<file path="src/rtl/tod_pkg.sv">
// Shared widths, limits and BCD helpers for the time-of-day clock.
package tod_pkg;

    localparam int unsigned DIGIT_W = 4;
    localparam int unsigned BCD_W   = 8;
    localparam int unsigned TIME_W  = 24;
    localparam int unsigned ALARM_W = 16;

    localparam logic [BCD_W-1:0] MAX_HH = 8'h23;
    localparam logic [BCD_W-1:0] MAX_MS = 8'h59;

    // Both digits must be decimal; with decimal digits a binary compare orders BCD correctly.
    function automatic logic bcd_valid(input logic [BCD_W-1:0] v, input logic [BCD_W-1:0] max);
        return (v[BCD_W-1:DIGIT_W] <= 4'd9) && (v[DIGIT_W-1:0] <= 4'd9) && (v <= max);
    endfunction

    // 24-hour BCD hour to 12-hour BCD hour; 20..23 need a decimal borrow so are listed.
    function automatic logic [BCD_W-1:0] decode_12h(input logic [BCD_W-1:0] hh);
        logic [BCD_W-1:0] r;
        case (hh)
            8'h00:   r = 8'h12;
            8'h20:   r = 8'h08;
            8'h21:   r = 8'h09;
            8'h22:   r = 8'h10;
            8'h23:   r = 8'h11;
            default: r = (hh > 8'h12) ? hh - 8'h12 : hh;
        endcase
        return r;
    endfunction

endpackage

</file>
<file path="src/rtl/time_of_day_clock_if.sv">
// Control/display bundle of the time-of-day clock; alarm signals exist only with TOD_ALARM_EN.
interface time_of_day_clock_if;
    import tod_pkg::*;

    logic               Enable;
    logic               Mode_12h;
    logic               Set_time;
    logic [TIME_W-1:0]  Time_in;
    logic [BCD_W-1:0]   Hours_out;
    logic [BCD_W-1:0]   Minutes_out;
    logic [BCD_W-1:0]   Seconds_out;
    logic               Pm_out;
    logic               Sec_tick;
    logic               Day_wrap;
    logic               Set_err;
`ifdef TOD_ALARM_EN
    logic               Alarm_set;
    logic [ALARM_W-1:0] Alarm_in;
    logic               Alarm_arm;
    logic               Alarm_hit;

    modport master (output Enable, Mode_12h, Set_time, Time_in, Alarm_set, Alarm_in, Alarm_arm,
                    input  Hours_out, Minutes_out, Seconds_out, Pm_out, Sec_tick, Day_wrap,
                           Set_err, Alarm_hit);
    modport slave  (input  Enable, Mode_12h, Set_time, Time_in, Alarm_set, Alarm_in, Alarm_arm,
                    output Hours_out, Minutes_out, Seconds_out, Pm_out, Sec_tick, Day_wrap,
                           Set_err, Alarm_hit);
`else
    modport master (output Enable, Mode_12h, Set_time, Time_in,
                    input  Hours_out, Minutes_out, Seconds_out, Pm_out, Sec_tick, Day_wrap,
                           Set_err);
    modport slave  (input  Enable, Mode_12h, Set_time, Time_in,
                    output Hours_out, Minutes_out, Seconds_out, Pm_out, Sec_tick, Day_wrap,
                           Set_err);
`endif

endinterface

</file>
<file path="src/rtl/bcd_mod_counter.sv">
// Two-digit BCD counter wrapping MAX->00 with synchronous load; load has priority over inc.
module bcd_mod_counter
    import tod_pkg::*;
#(
    parameter logic [BCD_W-1:0] MAX = 8'h59
) (
    input  logic             clk,
    input  logic             rst_n,
    input  logic             inc_i,
    input  logic             load_i,
    input  logic [BCD_W-1:0] load_val_i,
    output logic [BCD_W-1:0] value_o,
    output logic [BCD_W-1:0] next_c,
    output logic             carry_c
);

    logic [BCD_W-1:0] value_q, value_d, inc_val;

    always_comb begin
        inc_val = '0;
        value_d = value_q;
        carry_c = inc_i && !load_i && (value_q == MAX);
        if (value_q == MAX) begin
            inc_val = '0;
        end else if (value_q[DIGIT_W-1:0] == 4'd9) begin
            inc_val = {value_q[BCD_W-1:DIGIT_W] + 4'd1, 4'd0};
        end else begin
            inc_val = {value_q[BCD_W-1:DIGIT_W], value_q[DIGIT_W-1:0] + 4'd1};
        end
        if (load_i) begin
            value_d = load_val_i;
        end else if (inc_i) begin
            value_d = inc_val;
        end
    end

    always_ff @(posedge clk or negedge rst_n) begin
        if (!rst_n) value_q <= '0;
        else        value_q <= value_d;
    end

    assign value_o = value_q;
    assign next_c  = value_d;

endmodule

</file>
<file path="src/rtl/time_of_day_clock.sv">
// BCD HH:MM:SS clock with prescaled second tick, load validation and 12h display decode.
// Optional minute-resolution alarm when TOD_ALARM_EN is defined.
module time_of_day_clock
    import tod_pkg::*;
#(
    parameter int unsigned TICKS_PER_SEC = 10,
    parameter int unsigned PRESC_W       = $clog2(TICKS_PER_SEC)
) (
    input  logic                Clk,
    input  logic                Reset_time_n,
    time_of_day_clock_if.slave  bus
);

    localparam logic [PRESC_W-1:0] PRESC_LAST = PRESC_W'(TICKS_PER_SEC - 1);

    logic [PRESC_W-1:0] presc_q, presc_d;
    logic               sec_tick_q, day_wrap_q, set_err_q;
    logic               time_ok_c, load_ok_c, wrap_c, advance_c, set_err_d;
    logic [BCD_W-1:0]   hh_in, mm_in, ss_in;
    logic [BCD_W-1:0]   hh, mm, ss, hh_nx, mm_nx, ss_nx;
    logic               ss_carry, mm_carry, hh_carry;

    assign hh_in = bus.Time_in[TIME_W-1:2*BCD_W];
    assign mm_in = bus.Time_in[2*BCD_W-1:BCD_W];
    assign ss_in = bus.Time_in[BCD_W-1:0];

    assign time_ok_c = bcd_valid(hh_in, MAX_HH) && bcd_valid(mm_in, MAX_MS) && bcd_valid(ss_in, MAX_MS);
    assign load_ok_c = bus.Set_time && time_ok_c;
    assign wrap_c    = bus.Enable && (presc_q == PRESC_LAST);
    // A load strobe swallows a coincident tick, whether or not the load is accepted.
    assign advance_c = wrap_c && !bus.Set_time;

    always_comb begin
        presc_d = presc_q;
        if (load_ok_c) begin
            presc_d = '0;
        end else if (bus.Enable && !bus.Set_time) begin
            presc_d = wrap_c ? '0 : presc_q + PRESC_W'(1);
        end
    end

    bcd_mod_counter #(.MAX(MAX_MS)) u_sec (
        .clk(Clk), .rst_n(Reset_time_n), .inc_i(advance_c), .load_i(load_ok_c),
        .load_val_i(ss_in), .value_o(ss), .next_c(ss_nx), .carry_c(ss_carry));

    bcd_mod_counter #(.MAX(MAX_MS)) u_min (
        .clk(Clk), .rst_n(Reset_time_n), .inc_i(ss_carry), .load_i(load_ok_c),
        .load_val_i(mm_in), .value_o(mm), .next_c(mm_nx), .carry_c(mm_carry));

    bcd_mod_counter #(.MAX(MAX_HH)) u_hour (
        .clk(Clk), .rst_n(Reset_time_n), .inc_i(mm_carry), .load_i(load_ok_c),
        .load_val_i(hh_in), .value_o(hh), .next_c(hh_nx), .carry_c(hh_carry));

`ifdef TOD_ALARM_EN
    logic [ALARM_W-1:0] alarm_q, alarm_d;
    logic               alarm_hit_q, alarm_hit_d, alarm_ok_c;

    assign alarm_ok_c = bcd_valid(bus.Alarm_in[ALARM_W-1:BCD_W], MAX_HH)
                     && bcd_valid(bus.Alarm_in[BCD_W-1:0], MAX_MS);
    assign alarm_d    = (bus.Alarm_set && alarm_ok_c) ? bus.Alarm_in : alarm_q;
    // Only a tick landing on second zero can hit, so a direct load never fires.
    assign alarm_hit_d = advance_c && bus.Alarm_arm && (ss_nx == 8'h00) && ({hh_nx, mm_nx} == alarm_q);
    assign set_err_d   = (bus.Set_time && !time_ok_c) || (bus.Alarm_set && !alarm_ok_c);

    always_ff @(posedge Clk or negedge Reset_time_n) begin
        if (!Reset_time_n) begin
            alarm_q     <= '0;
            alarm_hit_q <= 1'b0;
        end else begin
            alarm_q     <= alarm_d;
            alarm_hit_q <= alarm_hit_d;
        end
    end

    assign bus.Alarm_hit = alarm_hit_q;
`else
    assign set_err_d = bus.Set_time && !time_ok_c;
`endif

    always_ff @(posedge Clk or negedge Reset_time_n) begin
        if (!Reset_time_n) begin
            presc_q    <= '0;
            sec_tick_q <= 1'b0;
            day_wrap_q <= 1'b0;
            set_err_q  <= 1'b0;
        end else begin
            presc_q    <= presc_d;
            sec_tick_q <= advance_c;
            day_wrap_q <= hh_carry;
            set_err_q  <= set_err_d;
        end
    end

    assign bus.Hours_out   = bus.Mode_12h ? decode_12h(hh) : hh;
    assign bus.Minutes_out = mm;
    assign bus.Seconds_out = ss;
    assign bus.Pm_out      = (hh >= 8'h12);
    assign bus.Sec_tick    = sec_tick_q;
    assign bus.Day_wrap    = day_wrap_q;
    assign bus.Set_err     = set_err_q;

endmodule

</file>
<file path="src/flat_wrapper.sv">
// flat-port wrapper written by rule: the top's interface ports become plain ports
module time_of_day_clock_flat import tod_pkg::*;
#(
    parameter int unsigned TICKS_PER_SEC = 10,
    parameter int unsigned PRESC_W       = $clog2(TICKS_PER_SEC)
)
  (Clk, Reset_time_n, bus_Enable, bus_Mode_12h, bus_Set_time, bus_Time_in, bus_Hours_out, bus_Minutes_out, bus_Seconds_out, bus_Pm_out, bus_Sec_tick, bus_Day_wrap, bus_Set_err);
  time_of_day_clock_if bus_i ();
  input  logic Clk;
  input  logic Reset_time_n;
  input wire logic [$bits(bus_i.Enable)-1:0] bus_Enable;
  input wire logic [$bits(bus_i.Mode_12h)-1:0] bus_Mode_12h;
  input wire logic [$bits(bus_i.Set_time)-1:0] bus_Set_time;
  input wire logic [$bits(bus_i.Time_in)-1:0] bus_Time_in;
  output wire logic [$bits(bus_i.Hours_out)-1:0] bus_Hours_out;
  output wire logic [$bits(bus_i.Minutes_out)-1:0] bus_Minutes_out;
  output wire logic [$bits(bus_i.Seconds_out)-1:0] bus_Seconds_out;
  output wire logic [$bits(bus_i.Pm_out)-1:0] bus_Pm_out;
  output wire logic [$bits(bus_i.Sec_tick)-1:0] bus_Sec_tick;
  output wire logic [$bits(bus_i.Day_wrap)-1:0] bus_Day_wrap;
  output wire logic [$bits(bus_i.Set_err)-1:0] bus_Set_err;
  assign bus_i.Enable = bus_Enable;
  assign bus_i.Mode_12h = bus_Mode_12h;
  assign bus_i.Set_time = bus_Set_time;
  assign bus_i.Time_in = bus_Time_in;
  assign bus_Hours_out = bus_i.Hours_out;
  assign bus_Minutes_out = bus_i.Minutes_out;
  assign bus_Seconds_out = bus_i.Seconds_out;
  assign bus_Pm_out = bus_i.Pm_out;
  assign bus_Sec_tick = bus_i.Sec_tick;
  assign bus_Day_wrap = bus_i.Day_wrap;
  assign bus_Set_err = bus_i.Set_err;
  time_of_day_clock #(.TICKS_PER_SEC(TICKS_PER_SEC), .PRESC_W(PRESC_W)) u_core (.Clk(Clk), .Reset_time_n(Reset_time_n), .bus(bus_i));
endmodule
</file>
<file path="config.mk">
export PLATFORM = sky130hd
export DESIGN_NAME = time_of_day_clock_flat
export DESIGN_NICKNAME = d
export VERILOG_FILES = /design/src/rtl/tod_pkg.sv /design/src/rtl/time_of_day_clock_if.sv /design/src/rtl/bcd_mod_counter.sv /design/src/rtl/time_of_day_clock.sv /design/src/flat_wrapper.sv
export SDC_FILE = /design/constraint.sdc
export NUM_CORES = 1
export LEC_CHECK = 0
export ABC_AREA = 1
export CAP_MARGIN = 20
export CELL_PAD_IN_SITES_DETAIL_PLACEMENT = 2
export CELL_PAD_IN_SITES_GLOBAL_PLACEMENT = 2
export CORE_MARGIN = 2
export CORE_UTILIZATION = 28
export DETAILED_ROUTE_END_ITERATION = 8
export GPL_ROUTABILITY_DRIVEN = 0
export PLACE_DENSITY = 0.77
export SETUP_SLACK_MARGIN = 0.5
export SYNTH_ARGS = -nofsm -noshare
export SYNTH_HDL_FRONTEND = slang
export SYNTH_SLANG_ARGS = --single-unit
export TNS_END_PERCENT = 50
</file>
<file path="constraint.sdc">
create_clock -name Clk -period 2.1 [get_ports Clk]
set_input_delay 0.525 -clock Clk [delete_from_list [all_inputs] [get_ports Clk]]
set_output_delay 0.525 -clock Clk [all_outputs]
set_load 0.005 [all_outputs]
</file>
# Yosys cells after proc, flatten, opt, wreduce, memory -nomap -nowiden
# Cells that the tools add are included.
op_classes:
  n_lt_le_gt_ge: 11
  shifts: 0
  n_eq_ne: 10
  n_addsub: 8
  bitwise_logic: 0
  muxes: 18
  div_mod_pow: 0
  n_reduce_logical: 33
  multipliers: 0
ops:
  columns: ["cell", "count"]
  rows:
  - ["$mux W8", 14]
  - ["$pmux W8 S5", 1]
  - ["$eq A8 B6 Y1 const B", 4]
  - ["$add A4 B1 Y4 const B", 7]
  - ["$le A4 B4 Y1 const B", 6]
  - ["$logic_and A1 B1 Y1", 19]
  - ["$eq A4 B4 Y1 const B", 4]
  - ["$eq A8 B7 Y1 const B", 2]
  - ["$le A8 B7 Y1 const B", 2]
  - ["$mux W4", 3]
  - ["$reduce_bool A3 Y1", 3]
  - ["$ge A8 B5 Y1 const B", 1]
  - ["$gt A8 B5 Y1 const B", 1]
  - ["$le A8 B6 Y1 const B", 1]
  - ["$logic_not A8 Y1", 1]
  - ["$reduce_bool A2 Y1", 4]
  - ["$sub A8 B5 Y8 const B", 1]
  - ["$reduce_and A2 Y1", 3]
  - ["$logic_not A1 Y1", 3]
word_totals:
  regBits: 31
  elab_cells: 90
  mem_bits_ro: 0
  in_bits: 29
  mem_bits_rw: 0
  latch_bits: 0
  out_inout_bits: 28
  mem_count: 0

# Depth between registers and ports, before layout
depth:
  depth_word: 13
  mapped_depth: 11

# Hierarchy
# A second synthesis with hierarchy kept.
unflattened:
  cells_unflattened: 358
  area_unflattened_um2: 2471.1
by_module_without_submodules:
  columns: ["module", "area_each_um2", "cells_each", "instances"]
  rows:
  - ["bcd_mod_counter (u_core.u_min ...)", 561.8, 74, 2]
  - ["time_of_day_clock", 803.3, 131, 1]
  - ["bcd_mod_counter (u_core.u_hour)", 544.3, 79, 1]

# Worst setup path before layout
# OpenSTA, ideal clock, no wires.
synth_path:
  path_kind: "reg2out"
  start: "register u_core.u_hour.value_q[5] (netlist: u_core.u_hour.value_o[5])"
  end: "output port bus_Hours_out[4]"
  arrival_ns: 1.377
  slack_ns: 0.198
  path_buffers: 0
  path_stages_with_launch: 11
  cell_sequence: "dfrtp_1 -> inv_1 -> ha_1 -> inv_1 -> nor2_1 -> nand2_2 -> nand2_4 -> nand2_1 -> nand2_1 -> nand2_1 -> a21oi_2"
synth_between:
  elab_chain_len: 4
  word_cells_on_any_way: 9
  classes_between: "order compare (1); eq/ne (4); mux (3); reduce/logical (1)"
synth_lines:
  columns: ["element", "line", "source"]
  rows:
  - ["start, declared", "bcd_mod_counter.sv:17", "logic [BCD_W-1:0] value_q, value_d, inc_val;"]
  - ["start signal, assigned", "bcd_mod_counter.sv:39", "else value_q <= value_d;"]
  - ["$gt A8 B5 Y1", "tod_pkg.sv:26", "default: r = (hh > 8'h12) ? hh - 8'h12 : hh;"]
  - ["$mux W8", "tod_pkg.sv:26", null]
  - ["$pmux W8 S5 *", "tod_pkg.sv:20", "case (hh)"]
  - ["$mux W8 *", "time_of_day_clock.sv:94", "assign bus.Hours_out = bus.Mode_12h ? decode_12h(hh) : hh;"]
  - ["end, declared", "flat_wrapper.sv:15", "output wire logic [$bits(bus_i.Hours_out)-1:0] bus_Hours_out;"]
# Mark *: on every way between the ends. The rest lies on a longest branch, timed or not.

# Worst setup path after layout
layout_path:
  start: "register u_core.u_hour.value_q[1] (netlist: u_core.u_hour.value_o[1])"
  end: "output port bus_Hours_out[7]"
layout_between:
  elab_chain_len: 4
  word_cells_on_any_way: 10
  classes_between: "add/sub (1); order compare (1); eq/ne (4); mux (3); reduce/logical (1)"
layout_lines:
  columns: ["element", "line"]
  rows:
  - ["$sub A8 B5 Y8 or $gt A8 B5 Y1 (tied branches)", "tod_pkg.sv:26"]
  - ["$mux W8", "tod_pkg.sv:26"]
  - ["$pmux W8 S5 *", "tod_pkg.sv:20"]
  - ["$mux W8 *", "time_of_day_clock.sv:94"]
# Marks and branches as above.

==> metrics <==
Hold Path End u_core.u_hour.value_o[1]$_DFFE_PN0P_; Setup Slack @ Placement -475 ps; R2R Setup Slk 290 ps; Compound-Gate Fraction of Synth Area between 7 and 8%; unrepaired setup endpoints after global routing true; die area a little over 10000 sq um; post-synthesis mux area share 0%; hold_sp bus_Time_in[17]; first-pass GRT wire length about 20000 um; Via-to-Cell Ratio 5.19; Worst Slack Setup Final -312 ps; Clock Latency Late Sink a little over 300 ps; hold_ws around 480 ps; total gr overflow 0; Total Power Consumption ~2.0 mW; outcome complete, but fails checks; final hold vios 0; XOR/XNOR Fraction of Synth Area between 4 and 5%; CP top delay family simple AND/OR/NAND/NOR gates; Max Cap Viol 0; HPWL Detailed about 7500 um; Fmax achieved 0.415 GHz; most frequent cells in the layout 79 x nand2_1, 65 x buf_4, 27 x nand3_1, 24 x inv_1, 24 x nor2_1; Arr. time, crit path approximately 1900 ps; fin area between 4000 and 5000 sq um; RR Startpoint u_core.u_sec.value_o[3]$_DFFE_PN0P_; final setup fails 7; Bufs and invs on worst path 3; Post-route DRC 0; register area share after synthesis between 20% and 30%; Layout Nets 562; commonest non-fill, non-tap cell in the layout nand2_1; #FFs+latches synth 31; placement row count 35; Tmin final about 2400 ps; area of the mapped netlist approximately 2700 sq um; Max stage delay cell, worst path dfrtp_1; Min-Delay Path Class input pin to flip-flop; fin crit share 115%; Clock Path Buffers 2; r2r endpoint u_core.u_hour.value_o[5]$_DFFE_PN0P_; Worst path max stage delay around 400 ps; syn avg cell area 7.03 sq um; maximum VDD drop between 300 and 400 uV; main combinational cell family by area after synthesis simple AND/OR/NAND/NOR gates; clock buffer count from CTS 5; vias in the first global route ~3700; worst reg2reg path depth 9; CTS root buffer clkbuf_8; Adder-Cell Fraction of Synth Area approximately 7.5%; Filler cells 1032; CP endpoint kind output port; drt pass-1 iters 4; crit path launch type flip-flop; total wire length roughly 16000 um; Ant. Diodes 0; core area roughly 9000 sq um; Crit Path Class flip-flop to output port; share of layout cells above drive strength 1 between 40% and 50%; failing checks negative setup slack; I/O Pins between 50 and 60; Area Growth Syn to Fin 74.5%; yosys warns 0; syn_nets between 400 and 500; H-Tree Depth 2; cells after synthesis approximately 380; Leak 2.37 nW; initial cell density of the core around 29%; Worst-Margin Slew approximately 480 ps; CP required approximately 1600 ps; via count ~3400; hold path depth 3; total track usage 25.2%; largest net degree at the start of global routing 32; Worst Clk Skew 12.4 ps; initial antenna violation count 0; Simple-Gate Fraction of Synth Area about two fifths; Die X slightly above 100 um; CTS clk-pin slew, worst paths roughly 80 ps; placed instance area ~3700 sq um; # clock sinks 31; power per cell area about 440 nW/um^2; Max transition margin roughly 70%; worst-path fanout max 5; Die Ht ~100 um; Detail Route Antenna Nets 0; Synth cell types 33; IO Port Bufs 56; Iter 0 DRT Violations between 100 and 150; cts hold-fix bufs 0; worst path cell trace inv_2, ha_2, inv_1, nand4_1, nand3_2, nand2_2, nand2_1, nand4_1, nand2_1, buf_2; wire per inst between 20 and 25 um; Final Max Tran Viols 0; CTS tree yes
-- worst reg2reg max path, stage by stage (launching register included) --
cell and delay (ps):
dfrtp_1 430, inv_1 110, nor2_2 180, nand2_4 150
nor2_4 210, nand3_4 170, buf_6 170, o21ai_4 130
nand2_1 110, nand2_1 90
-- cells by family (layout without fill, tap and decap cells) --
group / count (synthesis) / after routing
simple gates: 233 / 233
xor+xnor: 15 / 15
buf+inv: 53 / 193
compound gates: 30 / 30
flops: 31 / 31
fa+ha+maj: 16 / 16
-- layer usage --
| layer | vias up | routed length [um] | track usage (%) |
|---|---|---|---|
| li1 | 1513 | - | - |
| met1 | 1711 | 6170 | 27.1 |
| met2 | 83 | 8830 | 50.4 |
| met3 | 49 | 404 | 3.11 |
| met4 | 0 | 688 | 7.69 |
| met5 | - | 0 | 0 |
-- area by class of cell --
type	count	area, sq um	area share, %
Inverter	41	179	3.86
Sequential cell	31	793	17.1
Tap cell	129	161	3.48
Multi-Input combinational cell	294	2200	47.4
Clock buffer	8	80.1	1.73
Timing Repair Buffer	144	1220	26.4
-- sequential cells by signal (all words and copies together), names as in the netlist --
register	count
u_core.u_hour.value_o	8
u_core.bus.Set_err	1
u_core.bus.Sec_tick	1
u_core.u_min.value_o	8
u_core.bus.Day_wrap	1
u_core.presc_q	4
u_core.u_sec.value_o	8
-- how the worst max path moves through the flow --
stage,to,slack (ps),cells past startpoint,from
final,bus_Hours_out[7],-310,10,u_core.u_hour.value_o[1]$_DFFE_PN0P_
after global placement,bus_Hours_out[1],-430,6,bus_Mode_12h
after floorplan,bus_Hours_out[3],320,10,u_core.u_hour.value_o[5]$_DFFE_PN0P_
after detailed placement,bus_Hours_out[6],-480,6,bus_Mode_12h
after global routing,bus_Hours_out[1],-400,10,u_core.u_hour.value_o[5]$_DFFE_PN0P_
after CTS,bus_Hours_out[1],-220,10,u_core.u_hour.value_o[5]$_DFFE_PN0P_
-- cells in the mapped netlist (all sizes together) --
cell    count  area, sq um
a21oi       3         22.5
nand3      61          315
a21boi      1         7.51
nor2       49          229
buf        11         88.8
nor3b       1         7.51
dfrtp      31          776
xor2        9         78.8
o22ai       1         6.26
nand2     106          425
inv        41          154
clkbuf      1         3.75
o21ai      12         71.3
xnor2       6         52.6
o211ai     13         97.6
nor3        4         25.0
ha         16          200
nand3b      2         27.5
nand4      10         68.8
-- report_power, final --
group | leakage [nW] | internal (mW) | total (mW) | switching [mW]
clock | 0.0395 | 0.236 | 0.514 | 0.277
sequential | 0.399 | 0.660 | 0.764 | 0.104
combinational | 1.93 | 0.345 | 0.756 | 0.412
-- timing repair --
item                                    CTS  global route
setup buffers                            24             9
gates resized for setup                 186           107
endpoints found under the setup margin   58            38
pin swaps                                52            70
gates cloned                              2             1
-- through the flow --
stage                     std cells  utilization (%)  TNS [ps]
final                           647             50.2     -1880
after CTS                       637             45.8     -1260
after detailed placement        603             40.3     -5030
after global placement          603             40.3     -3610
after floorplan                 378                -         0
after global routing            647             50.2     -2590
(Power assumes the default switching activity.)
